--- src/rtl/dual_spectrum_peak_finder.sv ---
// Two independent per-channel peak search engines over FFT magnitude frames.
// Optional feature macro: PEAK_THRESHOLD_EN (adds peak_threshold input, gates publishing).

module dspf_engine #(
   parameter int FRAME_LEN = 8192,
   parameter int ADDR_W    = 13,
   parameter int MAG_W     = 16,
   parameter int MIN_BIN   = 1,
   parameter int MAX_BIN   = 4095
) (
   input  logic              clk,
   input  logic              rst_n,
   input  logic [MAG_W-1:0]  i_data,
   input  logic [ADDR_W-1:0] i_addr,
   input  logic              i_valid,
`ifdef PEAK_THRESHOLD_EN
   input  logic [MAG_W-1:0]  i_thr,
`endif
   output logic [MAG_W-1:0]  o_peak_mag,
   output logic [ADDR_W-1:0] o_peak_bin,
   output logic [MAG_W-1:0]  o_left_mag,
   output logic [MAG_W-1:0]  o_right_mag,
   output logic              o_peak_valid,
   output logic              o_frame_err,
   output logic [7:0]        o_err_cnt,
   output logic [1:0]        o_state
);
   localparam logic [ADDR_W-1:0] LAST = ADDR_W'(FRAME_LEN - 1);

   typedef enum logic [1:0] {S_IDLE = 2'd0, S_ACCUM = 2'd1, S_DONE = 2'd2} state_t;

   state_t            r_state, w_state_nxt;
   logic              w_take, w_clear, w_last, w_err, w_pass, w_upd;
   logic [MAG_W-1:0]  r_max, r_left, r_right, r_prev;
   logic [ADDR_W-1:0] r_bin, r_exp;
   logic              r_pend;
   logic [MAG_W-1:0]  w_max_n, w_left_n, w_right_n, w_prev_n;
   logic [ADDR_W-1:0] w_bin_n, w_exp_n;
   logic              w_pend_n;

   assign o_state = r_state;

   always_ff @(posedge clk or negedge rst_n) begin
      if (!rst_n) r_state <= S_IDLE;
      else        r_state <= w_state_nxt;
   end

   always_comb begin
      w_state_nxt = r_state;
      w_take      = 1'b0;
      w_clear     = 1'b0;
      w_last      = 1'b0;
      w_err       = 1'b0;
      case (r_state)
         S_IDLE: begin
            if (i_valid && i_addr == '0) begin
               w_clear     = 1'b1;
               w_take      = 1'b1;
               w_state_nxt = S_ACCUM;
            end
         end
         S_ACCUM: begin
            if (i_valid) begin
               if (i_addr == r_exp) begin
                  w_take = 1'b1;
                  if (i_addr == LAST) begin
                     w_last      = 1'b1;
                     w_state_nxt = S_DONE;
                  end
               end else if (i_addr == '0) begin
                  // Out-of-order frame start: restart in place, but still an error.
                  w_clear = 1'b1;
                  w_take  = 1'b1;
                  w_err   = 1'b1;
               end else begin
                  w_err       = 1'b1;
                  w_state_nxt = S_IDLE;
               end
            end
         end
         S_DONE:  w_state_nxt = S_IDLE;
         default: w_state_nxt = S_IDLE;
      endcase
   end

   // Working values after this cycle's sample; the final sample is folded in
   // before publishing so a peak or right neighbour on the last bin is not lost.
   always_comb begin
      w_max_n   = w_clear ? '0 : r_max;
      w_bin_n   = w_clear ? ADDR_W'(MIN_BIN) : r_bin;
      w_left_n  = w_clear ? '0 : r_left;
      w_right_n = w_clear ? '0 : r_right;
      w_pend_n  = w_clear ? 1'b0 : r_pend;
      w_prev_n  = w_clear ? '0 : r_prev;
      w_exp_n   = r_exp;
      w_upd     = 1'b0;
      if (w_take) begin
         w_upd = (i_addr >= ADDR_W'(MIN_BIN)) && (i_addr <= ADDR_W'(MAX_BIN)) &&
                 (i_data > w_max_n);
         if (w_upd) begin
            w_max_n   = i_data;
            w_bin_n   = i_addr;
            w_left_n  = w_prev_n;
            w_right_n = '0;
            w_pend_n  = 1'b1;
         end else if (w_pend_n) begin
            w_right_n = i_data;
            w_pend_n  = 1'b0;
         end
         w_prev_n = i_data;
         w_exp_n  = i_addr + ADDR_W'(1);
      end
   end

`ifdef PEAK_THRESHOLD_EN
   assign w_pass = (w_max_n >= i_thr);
`else
   assign w_pass = 1'b1;
`endif

   always_ff @(posedge clk or negedge rst_n) begin
      if (!rst_n) begin
         r_max        <= '0;
         r_bin        <= '0;
         r_left       <= '0;
         r_right      <= '0;
         r_pend       <= 1'b0;
         r_prev       <= '0;
         r_exp        <= '0;
         o_peak_mag   <= '0;
         o_peak_bin   <= '0;
         o_left_mag   <= '0;
         o_right_mag  <= '0;
         o_peak_valid <= 1'b0;
         o_frame_err  <= 1'b0;
         o_err_cnt    <= '0;
      end else begin
         r_max        <= w_max_n;
         r_bin        <= w_bin_n;
         r_left       <= w_left_n;
         r_right      <= w_right_n;
         r_pend       <= w_pend_n;
         r_prev       <= w_prev_n;
         r_exp        <= w_exp_n;
         o_peak_valid <= w_last && w_pass;
         o_frame_err  <= w_err;
         if (w_last && w_pass) begin
            o_peak_mag  <= w_max_n;
            o_peak_bin  <= w_bin_n;
            o_left_mag  <= w_left_n;
            o_right_mag <= w_right_n;
         end
         if (w_err && o_err_cnt != 8'hFF) o_err_cnt <= o_err_cnt + 8'd1;
      end
   end
endmodule

module dual_spectrum_peak_finder #(
   parameter int FRAME_LEN = 8192,
   parameter int ADDR_W    = 13,
   parameter int MAG_W     = 16,
   parameter int MIN_BIN   = 1,
   parameter int MAX_BIN   = 4095
) (
   input  logic              clk,
   input  logic              rst_n,
   input  logic [MAG_W-1:0]  ch1_spec_data,
   input  logic [ADDR_W-1:0] ch1_spec_addr,
   input  logic              ch1_spec_valid,
   input  logic [MAG_W-1:0]  ch2_spec_data,
   input  logic [ADDR_W-1:0] ch2_spec_addr,
   input  logic              ch2_spec_valid,
`ifdef PEAK_THRESHOLD_EN
   input  logic [MAG_W-1:0]  peak_threshold,
`endif
   output logic [MAG_W-1:0]  ch1_peak_mag,
   output logic [ADDR_W-1:0] ch1_peak_bin,
   output logic [MAG_W-1:0]  ch1_left_mag,
   output logic [MAG_W-1:0]  ch1_right_mag,
   output logic              ch1_peak_valid,
   output logic              ch1_frame_err,
   output logic [7:0]        ch1_err_cnt,
   output logic [MAG_W-1:0]  ch2_peak_mag,
   output logic [ADDR_W-1:0] ch2_peak_bin,
   output logic [MAG_W-1:0]  ch2_left_mag,
   output logic [MAG_W-1:0]  ch2_right_mag,
   output logic              ch2_peak_valid,
   output logic              ch2_frame_err,
   output logic [7:0]        ch2_err_cnt,
   output logic [1:0]        o_ch1_state,
   output logic [1:0]        o_ch2_state
);
   dspf_engine #(.FRAME_LEN(FRAME_LEN), .ADDR_W(ADDR_W), .MAG_W(MAG_W),
                 .MIN_BIN(MIN_BIN), .MAX_BIN(MAX_BIN)) u_ch1 (
      .clk(clk), .rst_n(rst_n),
      .i_data(ch1_spec_data), .i_addr(ch1_spec_addr), .i_valid(ch1_spec_valid),
`ifdef PEAK_THRESHOLD_EN
      .i_thr(peak_threshold),
`endif
      .o_peak_mag(ch1_peak_mag), .o_peak_bin(ch1_peak_bin),
      .o_left_mag(ch1_left_mag), .o_right_mag(ch1_right_mag),
      .o_peak_valid(ch1_peak_valid), .o_frame_err(ch1_frame_err),
      .o_err_cnt(ch1_err_cnt), .o_state(o_ch1_state)
   );

   dspf_engine #(.FRAME_LEN(FRAME_LEN), .ADDR_W(ADDR_W), .MAG_W(MAG_W),
                 .MIN_BIN(MIN_BIN), .MAX_BIN(MAX_BIN)) u_ch2 (
      .clk(clk), .rst_n(rst_n),
      .i_data(ch2_spec_data), .i_addr(ch2_spec_addr), .i_valid(ch2_spec_valid),
`ifdef PEAK_THRESHOLD_EN
      .i_thr(peak_threshold),
`endif
      .o_peak_mag(ch2_peak_mag), .o_peak_bin(ch2_peak_bin),
      .o_left_mag(ch2_left_mag), .o_right_mag(ch2_right_mag),
      .o_peak_valid(ch2_peak_valid), .o_frame_err(ch2_frame_err),
      .o_err_cnt(ch2_err_cnt), .o_state(o_ch2_state)
   );
endmodule

--- config.mk ---
export PLATFORM = sky130hd
export DESIGN_NAME = dual_spectrum_peak_finder
export DESIGN_NICKNAME = d
export VERILOG_FILES = /design/src/rtl/dual_spectrum_peak_finder.sv
export SDC_FILE = /design/constraint.sdc
export NUM_CORES = 1
export LEC_CHECK = 0
export CAP_MARGIN = 20
export CORE_AREA = 2 2 161 163
export CTS_CLUSTER_SIZE = 24
export DETAILED_ROUTE_END_ITERATION = 16
export DIE_AREA = 0 0 163 165
export PLACE_DENSITY_LB_ADDON = 0.3
export SYNTH_ARGS = -nofsm -noshare
export SYNTH_HDL_FRONTEND = slang
export SYNTH_SLANG_ARGS = --single-unit
--- constraint.sdc ---
create_clock -name clk -period 6.8 [get_ports clk]
set_input_delay 0.68 -clock clk [delete_from_list [all_inputs] [get_ports clk]]
set_output_delay 0.68 -clock clk [all_outputs]
set_load 0.01 [all_outputs]
==> metrics <==
unrepaired setup endpoints after global routing no; clock-pin slew of the registers on the worst-case setup and hold paths 0.06 ns; maximum number of pins on one net before global-route repair 159; Initial DRC Count 924; Mapped Area 14600 um2; register area share after synthesis 0.561; placement-stage worst setup slack 1.18 ns; top library cells by usage in the layout, fill and taps aside sky130_fd_sc_hd__dfrtp_1 (328), sky130_fd_sc_hd__nand2_1 (311), sky130_fd_sc_hd__clkdlybuf4s50_1 (206); top cells by area, synth sky130_fd_sc_hd__dfrtp_1 (56%), sky130_fd_sc_hd__nand2_1 (8.0%), sky130_fd_sc_hd__mux2i_1 (4.3%), sky130_fd_sc_hd__ha_1 (3.4%), sky130_fd_sc_hd__o21ai_0 (3.3%); mean area per synthesized cell 10.4 um2; post-layout utilization of the core 0.717; synthesis-to-layout area growth 22.8%; main combinational cell family by area after synthesis simple AND/OR/NAND/NOR gates; xor/xnor cell area share of the yosys netlist 0.0376; Worst Path Class, Setup in -> reg; port buffer count 207; Worst path top cell family by delay compound AO/OA/AOI/OAI gates; worst slew pin tran 1.06 ns; TNS Setup 0 ns; count of cells resized by post-cts repair 0; H-tree levels 2; cell area after placement 16800 um2; switching part of the total 0.217; number of pins with negative max-slew slack in the final report 0; average vias per placed instance 5.61; CP Data Required Time 7.22 ns; simple-gate area share of the yosys netlist 0.165; Storage cell area 8210 um2; min cycle time layout 5.30 ns; vertical die dimension 165 um; Clk pwr share 0.464; hold violation total from the final report 0; area of the core 25000 um2; maximum count of clock buffers along a single path 3; diode insertion count for antenna repair 0; nets 1689; mux contribution to synthesized area 0.0731; power share of the sequential group 0.492; final number of setup-violating endpoints 0; series of cell instances along the critical path clkdlybuf4s50_1 -> xnor2_2 -> nand4_1 -> nor4_2 -> a21o_2 -> nand2_1 -> ha_1 -> and4_1 -> nand3b_1 -> o21ai_0 -> a221oi_2 -> o31a_2 -> buf_12 -> mux2i_1; vias in the first global route 10800; Starting Density 0.585; HPWL reported at the end of detailed placement 23200 um; proportion of layout cells with a drive suffix above 1 0.0764; commonest non-fill, non-tap cell in the layout sky130_fd_sc_hd__dfrtp_1; count of antenna-violating nets left after detailed routing 0; Std-Cell Rows 58; gate count after technology mapping 1413; worst slew margin relative to its limit 0.296; number of hold buffers added after cts 0; final setup margin 1.50 ns; worst min-delay path class in -> async; Cell variety after synth 54; Max stage delay on crit path 0.69 ns; aggregate routed wire length 34300 um; Num Clock Sinks 328; total grt overflow 0; portion of total power attributed to combinational logic 0.043; number of buffers created by CTS 34; worst-skew pair later-pin latency 0.51 ns; overall via count from detail_route 10900; number of antenna violations at the first check in global routing 0; Yosys top cell by area sky130_fd_sc_hd__dfrtp_1; warnings from Yosys 0; critical path endpoint category flip-flop; #FFs+latches synth 328; startpoint class of the critical path input pin; most frequently used flop master after synthesis sky130_fd_sc_hd__dfrtp_1; Fmax 189 MHz; post-synth top area share 0.561; cell type of the slowest stage on the worst timing path sky130_fd_sc_hd__nor4_2; TritonCTS clock tree built; placer congestion estimate 0.902; setup clock skew after layout 0.0217 ns; cell area after layout 18000 um2; cell-internal power 0.00311 W; Net Switching 0.000862 W; biggest fanout along the worst timing path 40; worst-case vdd ir drop 0.192 mV; Detailed Routing Iterations Pass 1 5; post-route fraction of the period consumed by the critical path 0.779; Max Cap Viol 0; global routing usage summed across all routing layers 0.260; status finished, final reports clean; adder and majority gate portion of the synthesized area 0.0342; fraction of the mapped netlist area in compound gates 0.0828; synthesized net count 1515; CP arrival 5.72 ns; root buffer selected by CTS sky130_fd_sc_hd__clkbuf_16; Total Die Area 26900 um2; Die X 163 um; first-pass GRT wire length 55800 um; Remaining DRCs 0; Worst Path Buf+Inv 2; WL/cell 17.7 um; Filler Cells Inserted 1797; power per unit of standard cell area 221 nW/um2; post-CTS setup repair buffer count 0; static leakage 8.21 nW; multi-input logic area 5770 um2; boundary pin count 208; number of synthesized flops with an enable pin 0; post-synthesis async set-or-reset flop share 1.00
## path summary, 6_finish.rpt
kind                                            startpoint                              end  slack [ns]  depth (start not counted)
max                                       ch2_spec_addr[2]        u_ch2.r_max[15]$_DFF_PN0_        1.50                         14
min                                                  rst_n         u_ch1.r_bin[8]$_DFF_PN0_        0.16                          1
max reg2reg                    u_ch2.r_exp[10]$_DFFE_PN0P_        u_ch2.r_max[15]$_DFF_PN0_        1.87                         13
min reg2reg                u_ch1.o_peak_bin[8]$_DFFE_PN0P_  u_ch1.o_peak_bin[8]$_DFFE_PN0P_        0.46                          2
max in group asynchronous                            rst_n   u_ch1.o_err_cnt[1]$_DFFE_PN0P_        5.41                          2
min in group clk           u_ch1.o_peak_bin[8]$_DFFE_PN0P_  u_ch1.o_peak_bin[8]$_DFFE_PN0P_        0.46                          2
## layer usage
layer  up-vias  track usage  wire, um
met3        62       0.0510      2200
met5         -            0         0
met1      5337        0.375     15400
met4         0       0.0680       733
met2       340        0.407     16000
li1       5151            -         -
## cells in the mapped netlist, drive strengths merged, types with 2 or more instances
cell type	number
o21ai	103
nor2	54
inv	48
nand4	43
mux2	37
and2	2
or2	3
xnor2	55
a31oi	18
or4	4
ha	40
a21o	7
buf	48
nand2b	2
a21oi	58
a311oi	2
mux2i	63
a22o	16
nand3	20
and4	7
clkbuf	40
xor2	7
nand2	311
nor4	8
nor3b	2
nor2b	9
nor3	52
dfrtp	328
and3	13
## worst reg2reg max path, delay by kind of cell (launching register included)
family | cells | cell delay [ns]
xor gates and xnor gates | 1 | 0.22
adders and majority gates | 1 | 0.36
and+or+nand+nor | 5 | 1.56
AOI/OAI and AO/OA | 4 | 1.64
buffers and inverters | 1 | 0.36
muxes | 1 | 0.30
DFF | 1 | 0.40
## power by group through the flow
stage | registers (W) | logic, W | clock network (W)
floorplan | 0.00199 | 0.0000594 | 0
global placement | 0.00199 | 0.000167 | 0
detailed placement | 0.00199 | 0.000170 | 0
CTS | 0.00195 | 0.000172 | 0.00188
global route | 0.00195 | 0.000191 | 0.00196
finish | 0.00195 | 0.000172 | 0.00184
## cell type report
type / instances / area share
sequential: 328 / 0.457
multi-input combinational: 948 / 0.321
timing repair buffer: 226 / 0.128
clock buffer: 51 / 0.0554
tap: 330 / 0.0230
inverter: 49 / 0.0102
clock inverter: 8 / 0.00557
## through the flow
stage                     instances  hold WS (ns)  power, W
after floorplan                1413         0.384   0.00205
after global placement         1877         0.453   0.00216
after detailed placement       1877         0.455   0.00216
after CTS                      1936         0.187   0.00400
after global routing           1940         0.220   0.00411
final                          1940         0.161   0.00397
## cells by family after synthesis
| kind of cell | after synthesis |
|---|---|
| XOR/XNOR | 62 |
| AO/OA/AOI/OAI | 212 |
| buffers and inverters | 137 |
| AND/OR/NAND/NOR | 534 |
| flip-flops | 328 |
| multiplexers | 100 |
| adder cells (fa/ha/maj) | 40 |
Note: power is estimated with default switching activity, not from simulation.
